### config.mk
export PLATFORM = sky130hd
export DESIGN_NAME = add51_share_arbiter
export DESIGN_NICKNAME = d
export VERILOG_FILES = /design/src/rtl/add51_share_arbiter.sv
export SDC_FILE = /design/constraint.sdc
export NUM_CORES = 1
export LEC_CHECK = 0
export ABC_AREA = 1
export CAP_MARGIN = 20
export CORE_ASPECT_RATIO = 0.5
export CORE_MARGIN = 3
export CORE_UTILIZATION = 47
export CTS_CLUSTER_SIZE = 30
export DETAILED_ROUTE_END_ITERATION = 12
export PLACE_DENSITY = 0.92
export SLEW_MARGIN = 20
export SYNTH_ARGS = -nofsm -noshare
export SYNTH_HDL_FRONTEND = slang
export SYNTH_SLANG_ARGS = --single-unit
### constraint.sdc
create_clock -name clk -period 4.82 [get_ports clk]
set_input_delay 0.964 -clock clk [delete_from_list [all_inputs] [get_ports clk]]
set_output_delay 0.964 -clock clk [all_outputs]
set_load 0.005 [all_outputs]
### src/rtl/add51_share_arbiter.sv
// Two requesters share one 51+34-bit adder. Round-robin grant, one registered
// result slot per requester, and per-requester completion counters.
module add51_share_arbiter #(
  parameter int unsigned CNT_W = 16
) (
  input  logic             clk,
  input  logic             rst,
  input  logic             req0_valid,
  output logic             req0_ready,
  input  logic [50:0]      req0_a,
  input  logic [33:0]      req0_b,
  input  logic             req1_valid,
  output logic             req1_ready,
  input  logic [50:0]      req1_a,
  input  logic [33:0]      req1_b,
  output logic             rsp0_valid,
  input  logic             rsp0_ready,
  output logic [51:0]      rsp0_sum,
  output logic             rsp1_valid,
  input  logic             rsp1_ready,
  output logic [51:0]      rsp1_sum,
  output logic [CNT_W-1:0] done0_cnt,
  output logic [CNT_W-1:0] done1_cnt,
  output logic             prio
);

  logic             elig0, elig1;
  logic             grant0, grant1;
  logic [50:0]      op_a;
  logic [33:0]      op_b;
  logic [51:0]      sum;

  logic             rsp0_valid_q, rsp0_valid_d;
  logic             rsp1_valid_q, rsp1_valid_d;
  logic [51:0]      rsp0_sum_q, rsp0_sum_d;
  logic [51:0]      rsp1_sum_q, rsp1_sum_d;
  logic [CNT_W-1:0] done0_cnt_q, done0_cnt_d;
  logic [CNT_W-1:0] done1_cnt_q, done1_cnt_d;
  logic             prio_q, prio_d;
  logic             drain0, drain1;

  // A slot that drains this cycle counts as free, so a requester can refill it.
  always_comb begin
    drain0 = rsp0_valid_q & rsp0_ready;
    drain1 = rsp1_valid_q & rsp1_ready;
    elig0  = req0_valid & (~rsp0_valid_q | rsp0_ready);
    elig1  = req1_valid & (~rsp1_valid_q | rsp1_ready);
    grant0 = ~rst & elig0 & (~elig1 | ~prio_q);
    grant1 = ~rst & elig1 & (~elig0 | prio_q);
  end

  // Shared adder; B is zero-extended, the carry lands in bit 51.
  always_comb begin
    op_a = grant1 ? req1_a : req0_a;
    op_b = grant1 ? req1_b : req0_b;
    sum  = {1'b0, op_a} + {18'b0, op_b};
  end

  always_comb begin
    rsp0_valid_d = rsp0_valid_q;
    rsp0_sum_d   = rsp0_sum_q;
    rsp1_valid_d = rsp1_valid_q;
    rsp1_sum_d   = rsp1_sum_q;
    done0_cnt_d  = done0_cnt_q;
    done1_cnt_d  = done1_cnt_q;
    prio_d       = prio_q;

    if (grant0) begin
      rsp0_valid_d = 1'b1;
      rsp0_sum_d   = sum;
    end else if (drain0) begin
      rsp0_valid_d = 1'b0;
    end

    if (grant1) begin
      rsp1_valid_d = 1'b1;
      rsp1_sum_d   = sum;
    end else if (drain1) begin
      rsp1_valid_d = 1'b0;
    end

    if (drain0) done0_cnt_d = done0_cnt_q + 1'b1;
    if (drain1) done1_cnt_d = done1_cnt_q + 1'b1;

    // Priority moves away from whoever was served, even if it was alone.
    if (grant0)      prio_d = 1'b1;
    else if (grant1) prio_d = 1'b0;
  end

  always_ff @(posedge clk) begin
    if (rst) begin
      rsp0_valid_q <= 1'b0;
      rsp1_valid_q <= 1'b0;
      rsp0_sum_q   <= '0;
      rsp1_sum_q   <= '0;
      done0_cnt_q  <= '0;
      done1_cnt_q  <= '0;
      prio_q       <= 1'b0;
    end else begin
      rsp0_valid_q <= rsp0_valid_d;
      rsp1_valid_q <= rsp1_valid_d;
      rsp0_sum_q   <= rsp0_sum_d;
      rsp1_sum_q   <= rsp1_sum_d;
      done0_cnt_q  <= done0_cnt_d;
      done1_cnt_q  <= done1_cnt_d;
      prio_q       <= prio_d;
    end
  end

  assign req0_ready = grant0;
  assign req1_ready = grant1;
  assign rsp0_valid = rsp0_valid_q;
  assign rsp1_valid = rsp1_valid_q;
  assign rsp0_sum   = rsp0_sum_q;
  assign rsp1_sum   = rsp1_sum_q;
  assign done0_cnt  = done0_cnt_q;
  assign done1_cnt  = done1_cnt_q;
  assign prio       = prio_q;

endmodule

Word level (Yosys, flattened, before mapping)
Index checks and enable logic that the tools add are counted.

word-level totals
  word-level logic and storage cells = 39
  flip-flop bits (word level) = 139
  input bits = 176
  output and inout port bits = 141

operators by class
  $add $sub $neg = 3
  bitwise gates (word level) = 18
  mux-type cells = 8
  reduce and logical (&&, ||, !) cells = 3

operator list
  operator                                        number
  adder 51 x 34 -> 52 bit                         1
  2-to-1 mux 51 bit                               1
  2-to-1 mux 34 bit                               1
  adder 16 x 1 -> 16 bit (second input constant)  2
  AND 1 bit                                       8
  2-to-1 mux 1 bit                                6
  NOT 1 bit                                       6
  nonzero test 2 bit                              3
  OR 1 bit                                        4

Longest topological paths before layout
Gate-level depths: netlist (run 1).

  word-level depth = 8
  depth in mapped cells = 29
  mapped depth without buffers = 25

Worst setup path after synthesis (run 1)
Ideal clock, no wire load.

  path kind = in2reg
  start point = input rsp0_ready
  end point = register rsp0_sum_q[36], in the netlist rsp0_sum[36]
  data arrival time = 3867 ps
  cell stages on the path = 28
  path buffers = 4
  data required time = 4711 ps
  path slack = 844 ps
  cell sequence = inv_1 nand2_1 nand3b_4 nand2_4 buf_6 clkinv_2 buf_6 clkbuf_1 clkbuf_1 nand2_1 nand2_1 ha_1 fa_1 nand2_1 nand3_1 and2_1 nand2_1 nand2_1 nand2_1 nand2_1 nand2_1 nand2_1 nand2_1 nand2_1 xnor2_1 nand2_1 nand2_1 inv_1

between the ends
  word-level cells in the longest chain between the ends = 7
  elaborated cells between the ends (all ways) = 10
  those cells by class = add/sub (1); mux (2); bitwise (7)

RTL lines
  item                                                    line    RTL
  start: declaration                                      17      input logic rsp0_ready,
  OR 1 bit (*)                                            46      elig0 = req0_valid & (~rsp0_valid_q | rsp0_ready);
  AND 1 bit (*)                                           46
  NOT 1 bit                                               49      grant1 = ~rst & elig1 & (~elig0 | prio_q);
  OR 1 bit                                                49
  AND 1 bit                                               49
  2-to-1 mux 51 bit or 2-to-1 mux 34 bit (tied branches)  54, 55
  adder 51 x 34 -> 52 bit                                 56      sum = {1'b0, op_a} + {18'b0, op_b};
  end signal: assignment                                  102     rsp0_sum_q <= rsp0_sum_d;
  end: declaration                                        35      logic [51:0] rsp0_sum_q, rsp0_sum_d;

Mark *: on every way between the ends. The rest lies on a longest branch, timed or not.
A chain may end at the register's enable or synchronous reset.

Worst setup path after layout (run 1)
  start point = input rsp0_ready
  end point = register rsp0_sum_q[42], in the netlist rsp0_sum[42]

Same word-level chain as after synthesis.

==> results of run 1 <==
==> registers in the layout (all words and copies together), names as in the netlist <==
register,count
rsp1_valid,1
done1_cnt,16
rsp1_sum,52
rsp0_valid,1
rsp0_sum,52
prio,1
done0_cnt,16
==> power breakdown <==
group / switching, mW / total (mW) / leakage, nW / internal (mW)
Sequential: 0.0694 / 1.33 / 1.14 / 1.26
Combinational: 0.815 / 1.43 / 4.87 / 0.616
Clock: 0.494 / 1.48 / 0.322 / 0.986
==> layout make-up <==
class                           instances  area, um^2
Timing Repair Buffer                  341        3383
Clock buffer                           21       450.4
Antenna cell                            1       2.502
Fill cell                            1576        5456
Tap cell                              259       324.1
Multi-Input combinational cell       1185        5633
Sequential cell                       139        2783
Clock inverter                         11       215.2
Inverter                              155       583.1
==> synthesized netlist by cell type (all sizes together), types with 9 or more instances <==
master / count / area (um^2)
o21ai: 99 / 506.7
nand2: 591 / 2251
ha: 36 / 450.4
inv: 152 / 570.6
nand3: 106 / 535.5
a21oi: 79 / 399.1
nor2: 162 / 651.9
nor3: 16 / 85.08
clkbuf: 45 / 168.9
xor2: 24 / 210.2
nand4: 11 / 68.82
a31oi: 9 / 56.30
xnor2: 11 / 96.34
dfxtp: 139 / 2783
buf: 10 / 71.31
==> worst register-to-register path: cells and delay by family, from the launching register on <==
kind	cells	cell delay, ns
XOR/XNOR	1	0.38
adder cells (fa/ha/maj)	1	0.42
AO/OA/AOI/OAI	3	0.60
flip-flops	1	0.43
buffers and inverters	4	0.72
AND/OR/NAND/NOR	11	1.06
==> through the flow <==
step	hold WS (ns)	worst slack [ns]	cell area, um^2	cells	power, mW
6_report	0.4706	0.3664	13370	2112	4.242
3_5_place_dp	0.4581	0.1483	12710	2079	2.733
2_1_floorplan	0.4553	0.8441	9236	1534	2.034
5_1_grt	0.4899	0.1344	13370	2111	4.427
4_1_cts	0.4697	0.5020	13370	2111	4.215
3_3_place_gp	0.4505	0.1658	12710	2079	2.720
==> layer usage <==
metal | vias up | track usage [%] | routed length (um)
li1 | 5471 | - | -
met1 | 5086 | 42.93 | 15000
met2 | 537 | 49.57 | 15100
met3 | 63 | 7.439 | 3489
met4 | 0 | 8.239 | 865
met5 | - | 0 | 0
==> cells by family after synthesis <==
kind of cell	share of synthesized area (%)
adder cells (fa/ha/maj)	5.093
AO/OA/AOI/OAI	12.12
flip-flops	30.13
XOR/XNOR	3.319
buffers and inverters	8.913
AND/OR/NAND/NOR	40.42
==> worst max-delay path by stage <==
stage,slack (ns),startpoint,cells past startpoint,end
after detailed placement,0.15,rsp0_ready,23,rsp0_sum[36]
final,0.37,rsp0_ready,21,rsp0_sum[42]
after global routing,0.13,rsp0_ready,22,rsp1_sum[42]
after CTS,0.50,rsp0_ready,21,rsp0_sum[42]
after global placement,0.17,rsp0_ready,21,rsp0_sum[42]
after floorplan,0.84,rsp0_ready,28,rsp0_sum[36]
==> results.json, run 1 <==
{
  "drtIter0Drc": 1183,
  "core-area_um2": 18830,
  "ff2ff_path_depth": 20,
  "cts_htree_levels": 4,
  "status": "finished clean",
  "post-route-util_pct": 71.02,
  "path_common_cell": "nand2_1",
  "fin_skew_ns": 0.007186,
  "synth_cell_type_count": 44,
  "rsz0062_at_grt": "false",
  "clk_latency_ns": 0.41,
  "leakage_nw": 6.333,
  "synth_fp_nets": 1747,
  "crit_fanout": 42,
  "synth-edff-count": 0,
  "worstPathArrival_ns": 4.76,
  "cts_resized": 0,
  "clkSinkCount": 139,
  "grt_pass1_vias": 10520,
  "synthToLayoutAreaGrowth_pct": 44.80,
  "synthArstFlopShare_pct": 0,
  "critPathRequiredTime_ns": 5.13,
  "cts_hold_buf": 0,
  "drv_slew": 0,
  "track_usage_pct": 31.35,
  "setup_viol": 0,
  "rrSetupSlack_ns": 1.10,
  "setup_tns_ns": 0,
  "period_share_pct": 92.40,
  "hold_end": "rsp1_sum[9]",
  "rr_startpoint": "rsp1_valid",
  "grt_max_degree": 93,
  "peakVddDrop_mv": 0.2743,
  "final_cell_mix": "nand2_1 (584), clkdlybuf4s50_1 (315), nor2_1 (151), inv_1 (149), dfxtp_1 (139)",
  "crit_path_start_kind": "primary input",
  "ant_nets": 0,
  "hp-start": "rsp1_sum[9]",
  "fmax_ghz": 0.2245,
  "grt_pass1_wl_um": 54170,
  "yosysWarnings": 0,
  "grt_overflow_total": 0,
  "first_pass_iters": 6,
  "crit_buf_inv": 6,
  "finalWeightedCongestion": 1.030,
  "antenna_found_initial": 0,
  "vias_per_cell": 5.283,
  "synthesis.area_um2": 9236,
  "cpLargestDelayFamily": "buffers and inverters",
  "worstSetupPathType": "in2reg",
  "cts_root_buffer": "clkbuf_16",
  "min_path_type": "reg2reg",
  "start_util_pct": 49.05,
  "post-route-min-period_ns": 4.454,
  "end_kind": "register",
  "rows": 35,
  "vias": 11160,
  "routedWlPerCell_um": 16.31,
  "numPortBuffers": 316,
  "maxCapViolCount": 0,
  "drive_gt1_share_pct": 4.806,
  "cts_tree": "yes",
  "clk_pin_slew_ns": 0.06,
  "detail_route.wirelength_um": 34460,
  "cts_buffer_depth": 2,
  "reg2reg_to": "rsp0_sum[42]",
  "crit_chain": "clkdlybuf4s50_1 -> inv_1 -> nand2_1 -> nand3b_4 -> nand2_4 -> clkinv_2 -> buf_12 -> buf_4 -> nand2_1 -> nand2_1 -> ha_1 -> a21oi_1 -> o21a_1 -> nand2_1 -> a31oi_1 -> nand2_1 -> nand2_1 -> xor2_1 -> nand2_1 -> nand2_1 -> inv_1",
  "die_w_um": 204.3,
  "postCtsSetupBuffers": 0,
  "synth_seq_cells": 139,
  "synthCells": 1534,
  "slew_headroom_pct": 31.95,
  "dp_hpwl_um": 26910,
  "tightest_slew_ns": 1.020,
  "critPathMaxStageDelay_ns": 0.52,
  "synth-main-ff-cell": "dfxtp_1",
  "die_area_um2": 21470,
  "mostFrequentLayoutCell": "nand2_1",
  "hold_viol_final": 0,
  "numCtsBuffers": 17,
  "drc": 0,
  "die_h_um": 105.1,
  "crit_slowest_cell": "clkdlybuf4s50_1",
  "p_per_area_nw_per_um2": 317.2,
  "ios": 317,
  "yosysSeqAreaShare_pct": 30.13,
  "avgSynthCellArea_um2": 6.021,
  "hold_path_depth": 2,
  "fin_nets": 2052
}
Note: power is estimated with default switching activity, not from simulation.
==> run 2, diff against run 1 <==
Settings changed: ABC_AREA 1 to default, CORE_UTILIZATION 47 to 46, PLACE_DENSITY 0.92 to 0.91.
==> run 2 against run 1 <==
  * Register-to-register slack got worse by 0.26 ns
  * Critical path depth increased by 1
  * Sequential power about the same
  * Clock-buffer cell count decreased by 2
  * Maximum frequency decreased by 5.2%
  * Synthesized area decreased by 3.4%
  * Setup slack got worse by 0.25 ns
  * Core utilization increased by 1.8 points
  * Critical endpoint is now rsp1_sum[45]
  * Highest routed layer unchanged
==> results.json, run 2 <==
{
  "routedWlPerCell_um": 18.05,
  "clkSinkCount": 139,
  "synth_mux_area_share_pct": 2.397,
  "n_fill_cell": 1435,
  "p_per_area_nw_per_um2": 308.6,
  "grt_max_degree": 87,
  "reg2reg_to": "rsp1_sum[45]",
  "antenna_found_initial": 0,
  "diodes": 0,
  "detail_route.wirelength_um": 34410,
  "crit_path_start_kind": "primary input",
  "min_path_type": "reg2reg",
  "slew_headroom_pct": 34.49,
  "synth_area_leaders": "dfxtp_1 (31%), nand2_1 (15%), ha_1 (5.0%)",
  "tightest_slew_ns": 0.9827,
  "synth_cell_type_count": 66,
  "rsz0062_at_grt": "true",
  "hold_path_depth": 2,
  "synth_top_area_cell": "dfxtp_1",
  "drc": 0,
  "leakage_nw": 5.615,
  "yosysWarnings": 0,
  "grt_pass1_vias": 10420,
  "setup_tns_ns": 0,
  "synthesis.area_um2": 8925,
  "fin_skew_ns": 0.009785,
  "numCtsBuffers": 17,
  "finalPower_mw": 4.203,
  "hp-start": "rsp0_sum[3]",
  "synth_compound_area_share_pct": 18.46,
  "synthAdderAreaFrac_pct": 5.271,
  "crit_fanout": 40,
  "yosysMostFrequentCell": "nand2_1",
  "synth_seq_cells": 139,
  "cts_tree": "yes",
  "start_util_pct": 47.73,
  "clk_pin_slew_ns": 0.06,
  "die_area_um2": 21210,
  "synth-main-ff-cell": "dfxtp_1",
  "grt_pass1_wl_um": 54100,
  "synth.top_cell.area_share_pct": 31.18,
  "final_cell_mix": "nand2_1 (359), clkdlybuf4s50_1 (315), dfxtp_1 (139), buf_4 (118), o21ai_0 (84)",
  "grt_overflow_total": 0,
  "die_h_um": 104.5,
  "dp_hpwl_um": 26520,
  "worstSetupPathType": "in2reg",
  "yosys.area_share.simple_pct": 30.93,
  "synthArstFlopShare_pct": 0,
  "core-area_um2": 18700,
  "critPathRequiredTime_ns": 5.16,
  "status": "finished clean",
  "yosysSeqAreaShare_pct": 31.18,
  "post-route-min-period_ns": 4.699,
  "ant_nets": 0,
  "post-route-util_pct": 72.83,
  "mostFrequentLayoutCell": "nand2_1",
  "rrSetupSlack_ns": 0.84,
  "dp_slack_ns": -0.2060,
  "rr_startpoint": "rsp0_valid",
  "cts_root_buffer": "clkbuf_16",
  "numPortBuffers": 316,
  "cts_buffer_depth": 2,
  "hold_viol_final": 0,
  "fmax_ghz": 0.2128,
  "rows": 35,
  "vias": 10790,
  "synthCells": 1262,
  "finalWeightedCongestion": 0.9754,
  "cts_htree_levels": 4,
  "maxCapViolCount": 0,
  "seqCellArea_um2": 2783,
  "synthToLayoutAreaGrowth_pct": 52.59,
  "period_share_pct": 97.49,
  "peakVddDrop_mv": 0.1813,
  "drive_gt1_share_pct": 10.69,
  "drv_slew": 0,
  "synth_fp_nets": 1475,
  "ios": 317,
  "setup_viol": 0,
  "synth_common_cells": "nand2_1 (359), dfxtp_1 (139), o21ai_0 (86), nor2_1 (82), nand3_1 (75)",
  "finalWorstSetupSlack_ns": 0.1209,
  "vias_per_cell": 5.661,
  "end_kind": "register",
  "avgSynthCellArea_um2": 7.072,
  "track_usage_pct": 31.22,
  "die_w_um": 203.0,
  "synth-edff-count": 0,
  "clk_latency_ns": 0.43,
  "hold_end": "rsp0_sum[3]",
  "first_pass_iters": 8,
  "ff2ff_path_depth": 21,
  "multi_input_area_um2": 5769,
  "synth_top_family_by_area": "simple AND/OR/NAND/NOR gates",
  "fin_nets": 1847,
  "synth_xor_xnor_area_share_pct": 7.164,
  "drtIter0Drc": 1293,
  "worstPathArrival_ns": 5.04
}
[run 2: changes by cell type after synthesis, sizes merged, moves of 13 or more]
| cell | before | now |
|---|---|---|
| nand2 | 591 | 359 |
| a21o | 4 | 22 |
| clkbuf | 45 | 58 |
| and3 | 1 | 15 |
| xor2 | 24 | 39 |
| buf | 10 | 26 |
| inv | 152 | 12 |
| xnor2 | 11 | 34 |
| nand4 | 11 | 32 |
| mux2i | 0 | 18 |
| nor2 | 162 | 83 |
| nand3 | 106 | 75 |
[run 2: cell families (layout without fill, tap and decap cells)]
| group | after synthesis | count (layout) |
|---|---|---|
| AND/OR/NAND/NOR | 632 | 632 |
| AO/OA/AOI/OAI | 262 | 262 |
| flip-flops | 139 | 139 |
| buffers and inverters | 98 | 483 |
| XOR/XNOR | 73 | 73 |
| adder cells (fa/ha/maj) | 37 | 37 |
| multiplexers | 21 | 21 |
[run 2: worst max-delay path by stage]
stage                     from      endpoint  depth (start not counted)
CTS                 rsp0_ready  rsp1_sum[45]                         21
finish              rsp0_ready  rsp1_sum[45]                         22
floorplan           rsp0_ready  rsp0_sum[50]                         20
detailed placement  rsp0_ready  rsp1_sum[43]                         21
global placement    rsp0_ready  rsp0_sum[49]                         19
global route        rsp0_ready  rsp1_sum[45]                         22
[run 2: power breakdown]
| group | total, mW | internal, mW | switching (mW) |
|---|---|---|---|
| clock network | 1.29 | 0.749 | 0.541 |
| registers | 1.34 | 1.26 | 0.0746 |
| logic | 1.57 | 0.781 | 0.793 |
| total | 4.20 | 2.79 | 1.41 |
[run 2: worst max-delay path, cell delays in order]
cell and delay (ns):
clkdlybuf4s50_1 0.48, nand2b_1 0.16, nand2_1 0.13, o211ai_4 0.24
clkinv_2 0.18, buf_12 0.21, nand2_1 0.07, nand2_1 0.08
buf_4 0.14, ha_1 0.30, a211oi_1 0.26, buf_4 0.17
o31ai_4 0.07, a22oi_1 0.25, o22ai_2 0.18, buf_4 0.19
o31ai_4 0.28, buf_4 0.20, buf_4 0.11, nor2_1 0.05
xnor2_1 0.13, o21ai_0 0.17
[run 2: final cells by class]
type | count | share of cell area [%]
Clock buffer | 19 | 3.326
Inverter | 14 | 0.3951
Tap cell | 259 | 2.380
Sequential cell | 139 | 20.43
Clock inverter | 13 | 0.9647
Timing Repair Buffer | 437 | 30.14
Multi-Input combinational cell | 1025 | 42.36
[run 2: what timing repair did]
item                       in CTS  in global routing
setup buffers                   0                  0
resized for setup               0                 10
hold buffers                    0                  0
setup endpoints to repair       0                 27
[run 2: per-layer routing]
metal / part of all wire (%) / wire length [um] / GRT usage [%]
met4: 3.8 / 1302 / 11.95
met3: 6.9 / 2361 / 4.501
met1: 42 / 14420 / 40.58
met5: 0 / 0 / 0
met2: 47 / 16330 / 52.56
[run 2: per-stage QoR]
| stage | std cells | hold WS [ns] | area (um^2) |
|---|---|---|---|
| finish | 1906 | 0.4568 | 13620 |
| global placement | 1874 | 0.4427 | 13000 |
| detailed placement | 1874 | 0.4511 | 13000 |
| floorplan | 1262 | 0.4482 | 8941 |
| global route | 1906 | 0.4788 | 13620 |
| CTS | 1906 | 0.4596 | 13590 |
